--- config.mk ---
export PLATFORM = sky130hd
export DESIGN_NAME = mmio_io_ctrl_flat
export DESIGN_NICKNAME = d
export VERILOG_FILES = /design/src/rtl/mmio_io_ctrl_pkg.sv /design/src/rtl/mmio_io_ctrl_if.sv /design/src/rtl/hex_seg_dec.sv /design/src/rtl/mmio_io_ctrl.sv /design/src/flat_wrapper.sv
export SDC_FILE = /design/constraint.sdc
export NUM_CORES = 1
export LEC_CHECK = 0
export ABC_AREA = 1
export ABC_CLOCK_PERIOD_IN_PS = 13200
export BUFFER_PORTS_ARGS = -buffer_cell sky130_fd_sc_hd__buf_2
export CAP_MARGIN = 20
export CORE_MARGIN = 8
export CORE_UTILIZATION = 64
export CTS_BUF_LIST = sky130_fd_sc_hd__clkbuf_4
export CTS_CLUSTER_SIZE = 12
export DETAILED_ROUTE_END_ITERATION = 16
export PLACE_DENSITY = 0.88
export SYNTH_ARGS = -nofsm -noshare
export SYNTH_HDL_FRONTEND = slang
export SYNTH_SLANG_ARGS = --single-unit
--- constraint.sdc ---
create_clock -name clock -period 13.2 [get_ports clock]
set_input_delay 1.98 -clock clock [delete_from_list [all_inputs] [get_ports clock]]
set_output_delay 1.98 -clock clock [all_outputs]
set_load 0.005 [all_outputs]
--- src/rtl/mmio_io_ctrl_pkg.sv ---
`default_nettype none
// ============================================================================
// Module   : mmio_io_ctrl_pkg
// Purpose  : Shared constants for the MMIO I/O controller. Holds the base
//            page, the register offsets, the display MODE encodings, the
//            blink FSM state encoding, and a helper that gives the offset of
//            a raw HEX digit register.
// Revision : 1.0 - initial release
// ============================================================================
package mmio_io_ctrl_pkg;

    // A hit requires addr[XLEN-1:12] to equal this page number.
    localparam logic [19:0] c_base_page      = 20'h40000;

    // Register offsets within the 4 KiB page.
    localparam logic [11:0] c_off_led        = 12'h000;
    localparam logic [11:0] c_off_sw         = 12'h100;
    localparam logic [11:0] c_off_key        = 12'h200;
    localparam logic [11:0] c_off_key_edge   = 12'h204;
    localparam logic [11:0] c_off_hex0       = 12'h300;
    localparam logic [11:0] c_off_hexvalue   = 12'h380;
    localparam logic [11:0] c_off_mode       = 12'h384;
    localparam logic [11:0] c_off_blink_div  = 12'h388;

    // Display MODE encodings.
    localparam logic [1:0]  c_mode_raw       = 2'd0;
    localparam logic [1:0]  c_mode_decoded   = 2'd1;
    localparam logic [1:0]  c_mode_blink     = 2'd2;
    localparam logic [1:0]  c_mode_reserved  = 2'd3;

    // Blink FSM state encoding.
    localparam logic [0:0]  c_blink_on       = 1'b0;
    localparam logic [0:0]  c_blink_off      = 1'b1;

    // Raw segment register of digit idx lives at 0x300 + 4*idx.
    function automatic logic [11:0] hex_offset(input int idx);
        return c_off_hex0 + 12'(4 * idx);
    endfunction

endpackage
`default_nettype wire

--- src/rtl/mmio_io_ctrl_if.sv ---
`default_nettype none
// ============================================================================
// Module   : mmio_io_ctrl_if
// Purpose  : Simple MMIO bus between a bus master and the I/O controller.
//            addr/wdata/wr_en/rd_en flow master->slave; rdata/rd_valid flow
//            slave->master, rd_valid pulsing one cycle after rd_en.
// Ports    : addr, wdata (XLEN), wr_en, rd_en, rdata (XLEN), rd_valid
// Revision : 1.0 - initial release
// ============================================================================
interface mmio_io_ctrl_if #(
    parameter int XLEN = 32
) ();

    logic [XLEN-1:0] addr;
    logic [XLEN-1:0] wdata;
    logic            wr_en;
    logic            rd_en;
    logic [XLEN-1:0] rdata;
    logic            rd_valid;

    modport master (
        output addr, wdata, wr_en, rd_en,
        input  rdata, rd_valid
    );

    modport slave (
        input  addr, wdata, wr_en, rd_en,
        output rdata, rd_valid
    );

endinterface
`default_nettype wire

--- src/rtl/hex_seg_dec.sv ---
`default_nettype none
// ============================================================================
// Module   : hex_seg_dec
// Purpose  : 4-bit value to seven-segment glyph (0-9, A, b, C, d, E, F).
//            Output is active-low, bit order {g,f,e,d,c,b,a}.
// Ports    : i_value [3:0] in, o_seg [6:0] out
// Revision : 1.0 - initial release
// ============================================================================
module hex_seg_dec (
    input  logic [3:0] i_value,
    output logic [6:0] o_seg
);

    always_comb begin
        o_seg = 7'h7F;
        case (i_value)
            4'h0: o_seg = 7'h40;
            4'h1: o_seg = 7'h79;
            4'h2: o_seg = 7'h24;
            4'h3: o_seg = 7'h30;
            4'h4: o_seg = 7'h19;
            4'h5: o_seg = 7'h12;
            4'h6: o_seg = 7'h02;
            4'h7: o_seg = 7'h78;
            4'h8: o_seg = 7'h00;
            4'h9: o_seg = 7'h10;
            4'hA: o_seg = 7'h08;
            4'hB: o_seg = 7'h03;
            4'hC: o_seg = 7'h46;
            4'hD: o_seg = 7'h21;
            4'hE: o_seg = 7'h06;
            4'hF: o_seg = 7'h0E;
            default: o_seg = 7'h7F;
        endcase
    end

endmodule
`default_nettype wire

--- src/rtl/mmio_io_ctrl.sv ---
`default_nettype none
// ============================================================================
// Module   : mmio_io_ctrl
// Purpose  : Memory-mapped I/O controller for LEDs, switches, push-buttons
//            and a seven-segment display with raw, decoded and blink modes.
// Ports    : clock, reset (async, active-high)
//            bus   - mmio_io_ctrl_if slave (addr/wdata/wr_en/rd_en/rdata/rd_valid)
//            sw    - switch inputs (async)
//            key   - push-buttons (async, active-low)
//            led   - registered LED drive
//            hex   - segment drive, active-low, digit i on [7i+6:7i]
// Revision : 1.0 - initial release
// ============================================================================
module mmio_io_ctrl
    import mmio_io_ctrl_pkg::*;
#(
    parameter int XLEN      = 32,
    parameter int NUM_HEX   = 6,
    parameter int LED_WIDTH = 10,
    parameter int SW_WIDTH  = 10,
    parameter int KEY_WIDTH = 4,
    parameter int DIV_WIDTH = 26
) (
    input  logic                   clock,
    input  logic                   reset,
    mmio_io_ctrl_if.slave          bus,
    input  logic [SW_WIDTH-1:0]    sw,
    input  logic [KEY_WIDTH-1:0]   key,
    output logic [LED_WIDTH-1:0]   led,
    output logic [7*NUM_HEX-1:0]   hex
);

    // ------------------------------------------------------------------
    // Address decode
    // ------------------------------------------------------------------
    logic        w_hit;
    logic [11:0] w_off;
    logic        w_wr;
    logic        w_wr_mode;
    logic        w_wr_div;

    assign w_hit     = (bus.addr[XLEN-1:12] == (XLEN-12)'(c_base_page));
    assign w_off     = bus.addr[11:0];
    assign w_wr      = bus.wr_en & w_hit;
    assign w_wr_mode = w_wr & (w_off == c_off_mode);
    assign w_wr_div  = w_wr & (w_off == c_off_blink_div);

    // Not every wdata bit lands in a register.
    logic w_unused;
    assign w_unused = ^bus.wdata;

    // ------------------------------------------------------------------
    // Registers
    // ------------------------------------------------------------------
    logic [LED_WIDTH-1:0]          r_led;
    logic [NUM_HEX-1:0][6:0]       r_hex_raw;
    logic [4*NUM_HEX-1:0]          r_hexval;
    logic [1:0]                    r_mode;
    logic [DIV_WIDTH-1:0]          r_div;
    logic [KEY_WIDTH-1:0]          r_key_edge;
    logic [SW_WIDTH-1:0]           r_sw_s1;
    logic [SW_WIDTH-1:0]           r_sw_s2;
    logic [KEY_WIDTH-1:0]          r_key_s1;
    logic [KEY_WIDTH-1:0]          r_key_s2;
    logic [KEY_WIDTH-1:0]          r_key_s3;
    logic [XLEN-1:0]               r_rdata;
    logic                          r_rd_valid;

    // Keys are active-low: a press is synchronized key falling 1->0, i.e.
    // the inverted level rising. r_key_s3 is one stage older than r_key_s2.
    // All stages reset to 0, so an idle (high) key never looks like a press.
    logic [KEY_WIDTH-1:0] w_key_level;
    logic [KEY_WIDTH-1:0] w_key_press;
    logic [KEY_WIDTH-1:0] w_key_clr;

    assign w_key_level = ~r_key_s2;
    assign w_key_press = r_key_s3 & ~r_key_s2;
    assign w_key_clr   = (w_wr && (w_off == c_off_key_edge)) ?
                         bus.wdata[KEY_WIDTH-1:0] : '0;

    // Read mux sees pre-write register values, so a same-cycle read and
    // write of one register returns the old contents.
    logic [XLEN-1:0] w_rd_mux;

    always_comb begin
        w_rd_mux = '0;
        if (w_hit) begin
            case (w_off)
                c_off_led:       w_rd_mux = XLEN'(r_led);
                c_off_sw:        w_rd_mux = XLEN'(r_sw_s2);
                c_off_key:       w_rd_mux = XLEN'(w_key_level);
                c_off_key_edge:  w_rd_mux = XLEN'(r_key_edge);
                c_off_hexvalue:  w_rd_mux = XLEN'(r_hexval);
                c_off_mode:      w_rd_mux = XLEN'(r_mode);
                c_off_blink_div: w_rd_mux = XLEN'(r_div);
                default:         w_rd_mux = '0;
            endcase
            for (int i = 0; i < NUM_HEX; i++) begin
                if (w_off == hex_offset(i)) begin
                    w_rd_mux = XLEN'(r_hex_raw[i]);
                end
            end
        end
    end

    always_ff @(posedge clock or posedge reset) begin
        if (reset) begin
            r_led      <= '0;
            r_hex_raw  <= '0;
            r_hexval   <= '0;
            r_mode     <= '0;
            r_div      <= '0;
            r_key_edge <= '0;
            r_sw_s1    <= '0;
            r_sw_s2    <= '0;
            r_key_s1   <= '0;
            r_key_s2   <= '0;
            r_key_s3   <= '0;
            r_rdata    <= '0;
            r_rd_valid <= 1'b0;
        end else begin
            r_sw_s1    <= sw;
            r_sw_s2    <= r_sw_s1;
            r_key_s1   <= key;
            r_key_s2   <= r_key_s1;
            r_key_s3   <= r_key_s2;

            // Set wins over a simultaneous write-1-to-clear.
            r_key_edge <= (r_key_edge & ~w_key_clr) | w_key_press;

            if (w_wr) begin
                if (w_off == c_off_led)       r_led    <= bus.wdata[LED_WIDTH-1:0];
                if (w_off == c_off_hexvalue)  r_hexval <= bus.wdata[4*NUM_HEX-1:0];
                if (w_off == c_off_mode)      r_mode   <= bus.wdata[1:0];
                if (w_off == c_off_blink_div) r_div    <= bus.wdata[DIV_WIDTH-1:0];
                for (int i = 0; i < NUM_HEX; i++) begin
                    if (w_off == hex_offset(i)) begin
                        r_hex_raw[i] <= bus.wdata[6:0];
                    end
                end
            end

            r_rd_valid <= bus.rd_en;
            if (bus.rd_en) begin
                r_rdata <= w_rd_mux;
            end
        end
    end

    assign bus.rdata    = r_rdata;
    assign bus.rd_valid = r_rd_valid;
    assign led          = r_led;

    // ------------------------------------------------------------------
    // Blink FSM: state register / next-state / outputs
    // ------------------------------------------------------------------
    logic [0:0]           r_blink_state;
    logic [0:0]           w_blink_state_nxt;
    logic [DIV_WIDTH-1:0] r_blink_cnt;
    logic [DIV_WIDTH-1:0] w_blink_cnt_nxt;
    logic                 w_blink_on;

    always_ff @(posedge clock or posedge reset) begin
        if (reset) begin
            r_blink_state <= c_blink_on;
            r_blink_cnt   <= '0;
        end else begin
            r_blink_state <= w_blink_state_nxt;
            r_blink_cnt   <= w_blink_cnt_nxt;
        end
    end

    // A MODE/BLINK_DIV write restarts the period; this also keeps the
    // counter from ever sitting above a newly lowered divider.
    always_comb begin
        w_blink_state_nxt = r_blink_state;
        w_blink_cnt_nxt   = r_blink_cnt;
        if (w_wr_mode || w_wr_div) begin
            w_blink_state_nxt = c_blink_on;
            w_blink_cnt_nxt   = '0;
        end else if (r_mode != c_mode_blink) begin
            w_blink_state_nxt = c_blink_on;
            w_blink_cnt_nxt   = '0;
        end else if (r_blink_cnt == r_div) begin
            w_blink_cnt_nxt   = '0;
            w_blink_state_nxt = (r_blink_state == c_blink_on) ? c_blink_off : c_blink_on;
        end else begin
            w_blink_cnt_nxt   = r_blink_cnt + DIV_WIDTH'(1);
        end
    end

    // ------------------------------------------------------------------
    // Display drive
    // ------------------------------------------------------------------
    logic [6:0] w_dec [NUM_HEX];

    for (genvar gi = 0; gi < NUM_HEX; gi++) begin : g_digit
        hex_seg_dec u_dec (
            .i_value (r_hexval[4*gi +: 4]),
            .o_seg   (w_dec[gi])
        );
    end

    always_comb begin
        w_blink_on = (r_blink_state == c_blink_on);
        hex        = '1;
        for (int i = 0; i < NUM_HEX; i++) begin
            case (r_mode)
                c_mode_decoded: hex[7*i +: 7] = w_dec[i];
                c_mode_blink:   hex[7*i +: 7] = w_blink_on ? w_dec[i] : 7'h7F;
                default:        hex[7*i +: 7] = ~r_hex_raw[i];
            endcase
        end
    end

endmodule
`default_nettype wire

--- src/flat_wrapper.sv ---
// flat-port wrapper written by rule: the top's interface ports become plain ports
module mmio_io_ctrl_flat import mmio_io_ctrl_pkg::*;
#(
    parameter int XLEN      = 32,
    parameter int NUM_HEX   = 6,
    parameter int LED_WIDTH = 10,
    parameter int SW_WIDTH  = 10,
    parameter int KEY_WIDTH = 4,
    parameter int DIV_WIDTH = 26
)
  (clock, reset, sw, key, led, hex, bus_addr, bus_wdata, bus_wr_en, bus_rd_en, bus_rdata, bus_rd_valid);
  mmio_io_ctrl_if #(.XLEN(XLEN)) bus_i ();
  input  logic clock;
  input  logic reset;
  input  logic [SW_WIDTH-1:0] sw;
  input  logic [KEY_WIDTH-1:0] key;
  output logic [LED_WIDTH-1:0] led;
  output logic [7*NUM_HEX-1:0] hex;
  input wire logic [$bits(bus_i.addr)-1:0] bus_addr;
  input wire logic [$bits(bus_i.wdata)-1:0] bus_wdata;
  input wire logic [$bits(bus_i.wr_en)-1:0] bus_wr_en;
  input wire logic [$bits(bus_i.rd_en)-1:0] bus_rd_en;
  output wire logic [$bits(bus_i.rdata)-1:0] bus_rdata;
  output wire logic [$bits(bus_i.rd_valid)-1:0] bus_rd_valid;
  assign bus_i.addr = bus_addr;
  assign bus_i.wdata = bus_wdata;
  assign bus_i.wr_en = bus_wr_en;
  assign bus_i.rd_en = bus_rd_en;
  assign bus_rdata = bus_i.rdata;
  assign bus_rd_valid = bus_i.rd_valid;
  mmio_io_ctrl #(.XLEN(XLEN), .NUM_HEX(NUM_HEX), .LED_WIDTH(LED_WIDTH), .SW_WIDTH(SW_WIDTH), .KEY_WIDTH(KEY_WIDTH), .DIV_WIDTH(DIV_WIDTH)) u_core (.clock(clock), .reset(reset), .bus(bus_i), .sw(sw), .key(key), .led(led), .hex(hex));
endmodule
==> results by group, run 1 <==
GRT
  • Vias in the first global route: 9666
  • Global-route wire length before repair: 49600 um
  • Antenna violations before repair: 1
  • Grt met3 use: under 10%
  • Grt ovf: 0
  • Global Route met1 Usage: between 30% and 40%
  • Most used routing layer: met2
  • All-layer global routing usage: 29.1%
  • Largest net degree at the start of global routing: around 120
  • Met2 GRT Util: 45.7%

Critical path
  • Arr. time, crit path: between 3 and 4 ns
  • R2R depth: 10
  • Worst path slowest cell: or2_2
  • CP Cell Sequence: inv_1, ha_1, or2_2, o21ai_0, a22oi_1, buf_2
  • Worst setup path class: flop to primary output
  • CP Max Fanout: 42
  • Worst Path Required: between 10 and 15 ns
  • Worst path bufs/invs: 2
  • CP Capture Type: primary output
  • CP delay by family, top: simple AND/OR/NAND/NOR gates
  • Startpoint Class: flop
  • Stages on the worst setup path: 6
  • Slowest stage delay, CP: 0.69 ns

Finish
  • Fillers: about 1300
  • Synthesis-to-finish area growth: 9.81%
  • Most frequent cells in the layout: nand2_1, dfrtp_1, buf_2, o21ai_0, nor2_1
  • Share of cells above drive strength 1: around 17%
  • Commonest non-fill, non-tap cell in the layout: nand2_1
  • NumNets Final: between 1500 and 2000

CTS
  • TritonCTS clock tree: done
  • CTS Sinks: approximately 190
  • Clock root buffer: clkbuf_4
  • Clock buffer depth: 2
  • H-tree levels: 4
  • Setup Buffers After CTS: 0
  • Clk slew on worst S/H paths: 0.16 ns
  • CTS resizes: 0
  • TritonCTS buffer count: 17
  • Hold buffer count at CTS: 0
  • Worst-Skew Late Latency: roughly 0.62 ns

Yosys
  • Post-synth top area share: a little under half
  • Mapped cell area: between 0.01 and 0.015 sq mm
  • EDFF count, synth: 0
  • Async S/R FF share, synth: 100%
  • Synth top area cells: dfrtp_1, nand2_1, o21ai_0
  • Synth Register Bits: about 190
  • Seq/Total Area, Yosys: between 40% and 50%
  • Post-synthesis cell count: ~1400
  • Mean Syn Cell Area: 7.82 sq um
  • Post-synth top area cell: dfrtp_1
  • Ys flop type: dfrtp_1
  • Warnings from Yosys: 0
  • Netlist cell types: between 50 and 60

Run
  • Total of max-cap violations: 0

Timing
  • Worst slew pin tran: between 0.9 and 1 ns
  • Fin. max-slew vios: 0
  • Fmax: between 0.15 and 0.2 GHz
  • Number of failing hold endpoints at the final stage: 0
  • Slew headroom: a little over a third
  • Min Clock Period, post-route: roughly 5.0 ns
  • Part of the cycle the worst path needs: a little under two fifths
  • WHS: approximately 0.36 ns
  • RSZ-0062 raised after global routing: false
  • Post-route setup TNS: 0 ns
  • Max Clock Skew: just under 0.02 ns
  • Setup violators final: 0

Floorplan
  • Die Wd: between 100 and 150 um
  • Ports: between 150 and 200
  • Area of the core: roughly 0.017 sq mm
  • Die Area: about 0.021 sq mm
  • Rows: 47
  • Die height: about 150 um
  • Starting Density: 65.0%

Placement
  • Input/output buffers: approximately 150
  • HPWL Detailed: about 23000 um
  • GP Congestion: around 0.95

Route
  • Vias: about 10000
  • WL final: just over 30000 um
  • Number of remaining DRC errors: 0
  • Initial DRC count: 1191
  • Pre-antenna DRT Iters: 7
  • Vias per inst: 5.89
  • DRT antenna net count: 0
  • Wire per inst: 17.7 um

Pwr
  • Peak supply drop: ~0.065 mV
  • Pwr dens: approximately 82 mW/mm^2
  • P_leak: ~0.0057 uW

Min path
  • Hold Crit Depth: 0
  • Min-delay worst type: flop to flop

Outcome
  • Status: complete, no violations
-- kinds of logic (layout without fill, tap and decap cells) --
group / count (synthesis) / count (layout) / share of synthesized area, %
simple gates: 636 / 636 / 26.5
compound gates: 285 / 285 / 14.7
buf+inv: 198 / 324 / 7.71
flops: 194 / 194 / 45.2
xor+xnor: 30 / 30 / 2.45
fa+ha+maj: 27 / 27 / 3.14
mux: 2 / 2 / 0.245
other cells: 1 / 7 / 0.0349
-- layout make-up --
type / count / area, sq um / share of cell area, %
Sequential cell: 194 / 4850 / 41.2
Clock inverter: 14 / 143 / 1.21
Tap cell: 220 / 275 / 2.33
Timing Repair Buffer: 157 / 793 / 6.72
Multi-Input combinational cell: 986 / 5080 / 43.1
Antenna cell: 1 / 2.50 / 0.0212
Inverter: 135 / 514 / 4.36
Clock buffer: 18 / 135 / 1.15
-- final timing paths --
check / to / slack (ns) / start
min in group asynchronous: u_core.r_sw_s2[8] / 1.49 / reset
setup / recovery: hex[23] / 8.19 / u_core.r_mode[0]
setup reg to reg: u_core.r_blink_cnt[18] / 11.20 / u_core.r_blink_cnt[0]
max in group asynchronous: u_core.r_hexval[16] / 10.19 / reset
hold reg to reg: u_core.r_sw_s2[6] / 0.36 / u_core.r_sw_s1[6]
hold / removal: u_core.r_sw_s2[6] / 0.36 / u_core.r_sw_s1[6]
-- where the power goes --
group / internal (uW) / switching, uW / total, uW
registers: 600 / 1.90 / 602
clock network: 103 / 224 / 327
logic: 10.6 / 32.0 / 42.6
-- Yosys cell counts (2+ instances only) --
library cell and n:
xnor2_1 14, or2_1 2, a21oi_1 64, buf_2 10, inv_1 117, a31oi_1 6
o22ai_1 11, nor2_4 3, o31ai_1 3, nor4_1 3, o21ai_0 142, nand2_4 3
nor3_2 5, nand3_2 5, a211oi_1 5, nor3_1 24, nor2_2 9, buf_6 6
o211ai_1 10, o21ai_2 5, o21ai_1 16, dfrtp_1 194, xor2_1 16, nand2_2 10
inv_2 14, or2_2 7, nand3_1 84, nand3b_1 5, ha_1 27, a221oi_1 2
clkbuf_1 37, a22oi_1 15, nor2_1 120, nand2_1 332, clkinv_1 4, nand4_1 15
o2111ai_1 3, buf_4 7, buf_1 2
-- registers in the layout, indices dropped and copies added, names as in the netlist --
name / count
u_core.r_key_s1: 4
u_core.led: 10
u_core.r_hexval: 24
u_core.r_sw_s2: 10
u_core.r_div: 26
u_core.r_key_s2: 4
u_core.r_key_s3: 4
u_core.r_key_edge: 4
u_core.r_sw_s1: 10
u_core.r_blink_cnt: 26
u_core.bus.rdata: 26
u_core.r_blink_state: 1
u_core.r_mode: 2
u_core.bus.rd_valid: 1
u_core.r_hex_raw: 42
-- per-layer routing --
metal	part of all wire (%)	wire [um]	up-vias
met5	0	0	-
met4	2.9	872	0
met3	10	3170	84
met2	47	14300	584
met1	40	12200	4754
li1	-	-	4744
-- worst register-to-register path, cell delays in order, from the launching register on --
cell	delay, ns
dfrtp_1	0.52
ha_1	0.26
nand2_2	0.08
nor2_2	0.13
nand2_2	0.09
nor2_2	0.14
nand4_2	0.15
nor3_2	0.19
nand3_1	0.11
xor2_1	0.17
nor2_1	0.05
-- stage by stage --
stage | util (%) | cells | cell area [sq um] | setup slack (ns) | power (uW)
floorplan | - | 1378 | 10800 | 5.94 | 633
global placement | 69.7 | 1692 | 11500 | 8.69 | 654
detailed placement | 69.7 | 1692 | 11500 | 8.60 | 655
CTS | 71.4 | 1724 | 11800 | 8.23 | 969
global route | 71.4 | 1725 | 11800 | 7.93 | 1000
finish | 71.4 | 1725 | 11800 | 8.19 | 971
(Power assumes the default switching activity.)
==> run 2, diff against run 1 <==
Settings changed: ABC_AREA 1 to 0, ABC_CLOCK_PERIOD_IN_PS 13200 to 5000, CORE_UTILIZATION 64 to 59, PLACE_DENSITY 0.88 to 0.83.
Clock period 13.2 ns to 5 ns, I/O delays scaled along.
==> run 2 against run 1 <==
  * Register-to-register slack got worse by 8.3 ns
  * Wire length is 8.5% lower
  * Clock power increased to 2.5 times the previous value
  * Global-route usage shrank 3.9 points
  * Non-clock buffer count grew 7
  * Sequential share of layout area is 0.55 points higher
  * Largest cell class unchanged
==> results by group, run 2 <==
Outcome
  • Status: complete, no violations

Yosys
  • Post-synthesis cell count: 1016 (-26%)
  • Seq/Total Area, Yosys: 46.2% (+0.98 points)
  • Async S/R FF share, synth: 100% (unchanged)
  • Post-synth top area share: 46.2% (+0.98 points)
  • Post-synth top area cell: dfrtp_1
  • Synth top area cells: dfrtp_1, mux2_2, a21oi_1
  • Synth Register Bits: 194 (unchanged)
  • Post-synth top cells: dfrtp_1, a21oi_1, mux2_2
  • Warnings from Yosys: 0 (unchanged)
  • Mapped cell area: 0.0105 sq mm (-2.1%)
  • Most common cell in the netlist: dfrtp_1
  • EDFF count, synth: 0 (unchanged)
  • Ys flop type: dfrtp_1
  • Mean Syn Cell Area: 10.3 sq um (+32%)
  • Netlist cell types: 72 (+31%)

Floorplan
  • Area of the core: 0.0177 sq mm (+7.2%)
  • Starting Density: 59.3% (-5.7 points)
  • Ports: 167 (unchanged)
  • Die Area: 0.0224 sq mm (+5.5%)
  • Die Wd: 150 um (+2.7%)
  • Die height: 150 um (+2.7%)
  • Rows: 49 (+4.3%)

CTS
  • H-tree levels: 4 (unchanged)
  • TritonCTS buffer count: 17 (unchanged)
  • Worst-Skew Late Latency: 0.61 ns (about the same)
  • CTS resizes: 0 (unchanged)
  • Clock root buffer: clkbuf_4
  • CTS Sinks: 194 (unchanged)
  • TritonCTS clock tree: done
  • Hold buffer count at CTS: 0 (unchanged)
  • Setup Buffers After CTS: 0 (unchanged)
  • Clk slew on worst S/H paths: 0.17 ns (about the same)
  • Clock buffer depth: 2 (unchanged)

Finish
  • Area occupied by multi-input gates: 0.00511 sq mm (+0.67%)
  • Synthesis-to-finish area growth: 10.7%
  • Reg area: 0.00485 sq mm (unchanged)
  • Biggest register: u_core.r_hex_raw
  • Share of cells above drive strength 1: 26.9% (+9.6 points)
  • Most frequent cells in the layout: dfrtp_1, buf_2, a21oi_1, mux2_2, inv_1
  • Commonest non-fill, non-tap cell in the layout: dfrtp_1
  • NumNets Final: 1239 (-23%)
  • Fillers: 1426 (+6.2%)
  • Non-Filler Instances: 1374 (-20%)
  • Max reg flops: 42 (unchanged)

GRT
  • Most used routing layer: met2
  • All-layer global routing usage: 25.2% (-3.9 points)
  • Largest net degree at the start of global routing: 164 (+34%)
  • Vias in the first global route: 8334 (-14%)
  • Grt met3 use: 5.87% (-2.1 points)
  • Met2 GRT Util: 39.8% (-5.9 points)
  • Antenna violations before repair: 1 (unchanged)
  • Global-route wire length before repair: 44100 um (-11%)
  • Global Route met1 Usage: 33.2% (-4.6 points)
  • Grt ovf: 0 (unchanged)

Timing
  • Fmax: 0.275 GHz
  • Number of failing hold endpoints at the final stage: 0 (unchanged)
  • Max Clock Skew: 0.0221 ns (+0.00259 ns)
  • Slew headroom: 27.5% (-7.4 points)
  • Min Clock Period, post-route: about 3.6 ns
  • Fin. max-slew vios: 0 (unchanged)
  • Post-route setup TNS: 0 ns (unchanged)
  • Worst slew pin tran: 1.09 ns (+0.114 ns)
  • Final worst slack: 1.37 ns (-6.83 ns)
  • Part of the cycle the worst path needs: 72.7%
  • RSZ-0062 raised after global routing: false
  • Setup violators final: 0 (unchanged)

Critical path
  • FF-to-FF Start: u_core.r_div[14]
  • CP startpoint: u_core.r_mode[0]
  • CP Capture Type: primary output
  • Arr. time, crit path: 2.88 ns (-0.15 ns)
  • CP Max Fanout: 42 (unchanged)
  • Worst setup path class: flop to primary output
  • Worst Path Required: 4.25 ns (-6.97 ns)
  • Startpoint Class: flop

Pwr
  • Clock Power Share: 32.5% (-1.2 points)
  • P_sw: 694 uW (+170%)
  • Logic pwr share: 4.9% (+0.5 points)
  • Sw Ratio: 27.4% (+0.77 points)
  • Peak supply drop: 0.184 mV (+180%)
  • Pwr dens: 218 mW/mm^2 (+160%)
  • Seq pwr share: 62.6% (+0.7 points)
  • P_leak: 0.00531 uW (-7.3%)
  • Pint: 1840 uW (+160%)

Placement
  • Setup WS pre-CTS: 1.53 ns (-7.07 ns)
  • Input/output buffers: 154 (unchanged)
  • GP Congestion: 0.933 (-2.2%)
  • Dpl cells: 1340 (-21%)
  • HPWL Detailed: 20300 um (-9.7%)

Min path
  • Min-delay worst type: primary input to async pin

Route
  • Initial DRC count: 694 (-42%)
  • Number of remaining DRC errors: 0 (unchanged)
  • DRT antenna net count: 0 (unchanged)
  • Vias per inst: 6.10 (+3.5%)
  • Wire per inst: 20.4 um (+15%)
  • Vias: 8383 (-18%)
  • WL final: 28000 um (-8.5%)
  • Pre-antenna DRT Iters: 7 (unchanged)

Run
  • Total of max-cap violations: 0 (unchanged)
-- run 2: changes by cell type in the layout (fill, tap and decap cells not counted), moves of 12 or more --
cell | previous run | this run
o21ai_1 | 16 | 0
nor2_1 | 120 | 55
o22ai_1 | 11 | 26
o21ai_0 | 142 | 49
nand3_1 | 84 | 22
nor3_1 | 24 | 9
mux2i_1 | 0 | 26
a21oi_1 | 64 | 101
mux2_2 | 1 | 74
inv_2 | 14 | 0
inv_1 | 116 | 64
nand2_1 | 332 | 41
nand2b_1 | 0 | 12
xor2_1 | 16 | 31
-- run 2: area by class of cell --
| type | instances | area share, % |
|---|---|---|
| antenna | 2 | 0.0430 |
| clock buffer | 17 | 1.10 |
| clock inverter | 15 | 1.27 |
| inverter | 65 | 2.13 |
| multi-input combinational | 688 | 43.9 |
| sequential | 194 | 41.7 |
| tap | 229 | 2.46 |
| timing repair buffer | 164 | 7.37 |
-- run 2: kinds of logic (layout without fill, tap and decap cells) --
logic type                 count (synthesis)  in the layout  share of synthesized area [%]
other                                      1              8                         0.0357
muxes                                    127            127                           14.3
buffers and inverters                    139            261                           5.50
AOI/OAI and AO/OA                        256            256                           15.0
and+or+nand+nor                          220            220                           11.5
DFF                                      194            194                           46.2
adders and majority gates                 27             27                           3.21
xor gates and xnor gates                  52             52                           4.33
-- run 2: stage by stage --
step / area, sq um / utilization (%) / total power, uW / hold slack (ns)
2_1_floorplan: 10500 / - / 1680 / 0.331
3_3_place_gp: 11400 / 64.1 / 1740 / 0.331
3_5_place_dp: 11400 / 64.1 / 1740 / 0.335
4_1_cts: 11600 / 65.7 / 2550 / 0.196
5_1_grt: 11600 / 65.7 / 2630 / 0.175
6_report: 11600 / 65.7 / 2540 / 0.197
-- run 2: final timing paths --
path	end	slack (ns)	cells past startpoint
worst max-delay path	hex[19]	1.37	8
worst min-delay path	u_core.r_sw_s1[1]	0.20	2
worst max register to register	u_core.r_blink_cnt[7]	2.89	6
worst min register to register	u_core.r_sw_s2[7]	0.37	0
max in group asynchronous	u_core.r_hexval[23]	3.52	3
min in group clock	u_core.r_key_s1[2]	0.23	1
-- run 2: worst max-delay path, cell delays in order, from the launching register on --
cell and delay (ns):
dfrtp_1 0.43, inv_1 0.09, ha_1 0.25, or2_2 0.66
o21ai_0 0.19, a21oi_1 0.16, nor2_1 0.06, a21oi_1 0.24
buf_2 0.17
-- run 2: power by group through the flow --
stage | clock [uW] | combinational [uW] | sequential [uW]
after global placement | 0 | 121 | 1620
after global routing | 900 | 137 | 1590
after CTS | 839 | 124 | 1590
final | 824 | 124 | 1590
after floorplan | 0 | 66.3 | 1620
after detailed placement | 0 | 124 | 1620
-- run 2: layer usage --
layer,vias to the layer above,wire length (um)
li1,3853,-
met1,4111,12000
met2,349,13000
met3,70,2150
met4,0,815
met5,-,0
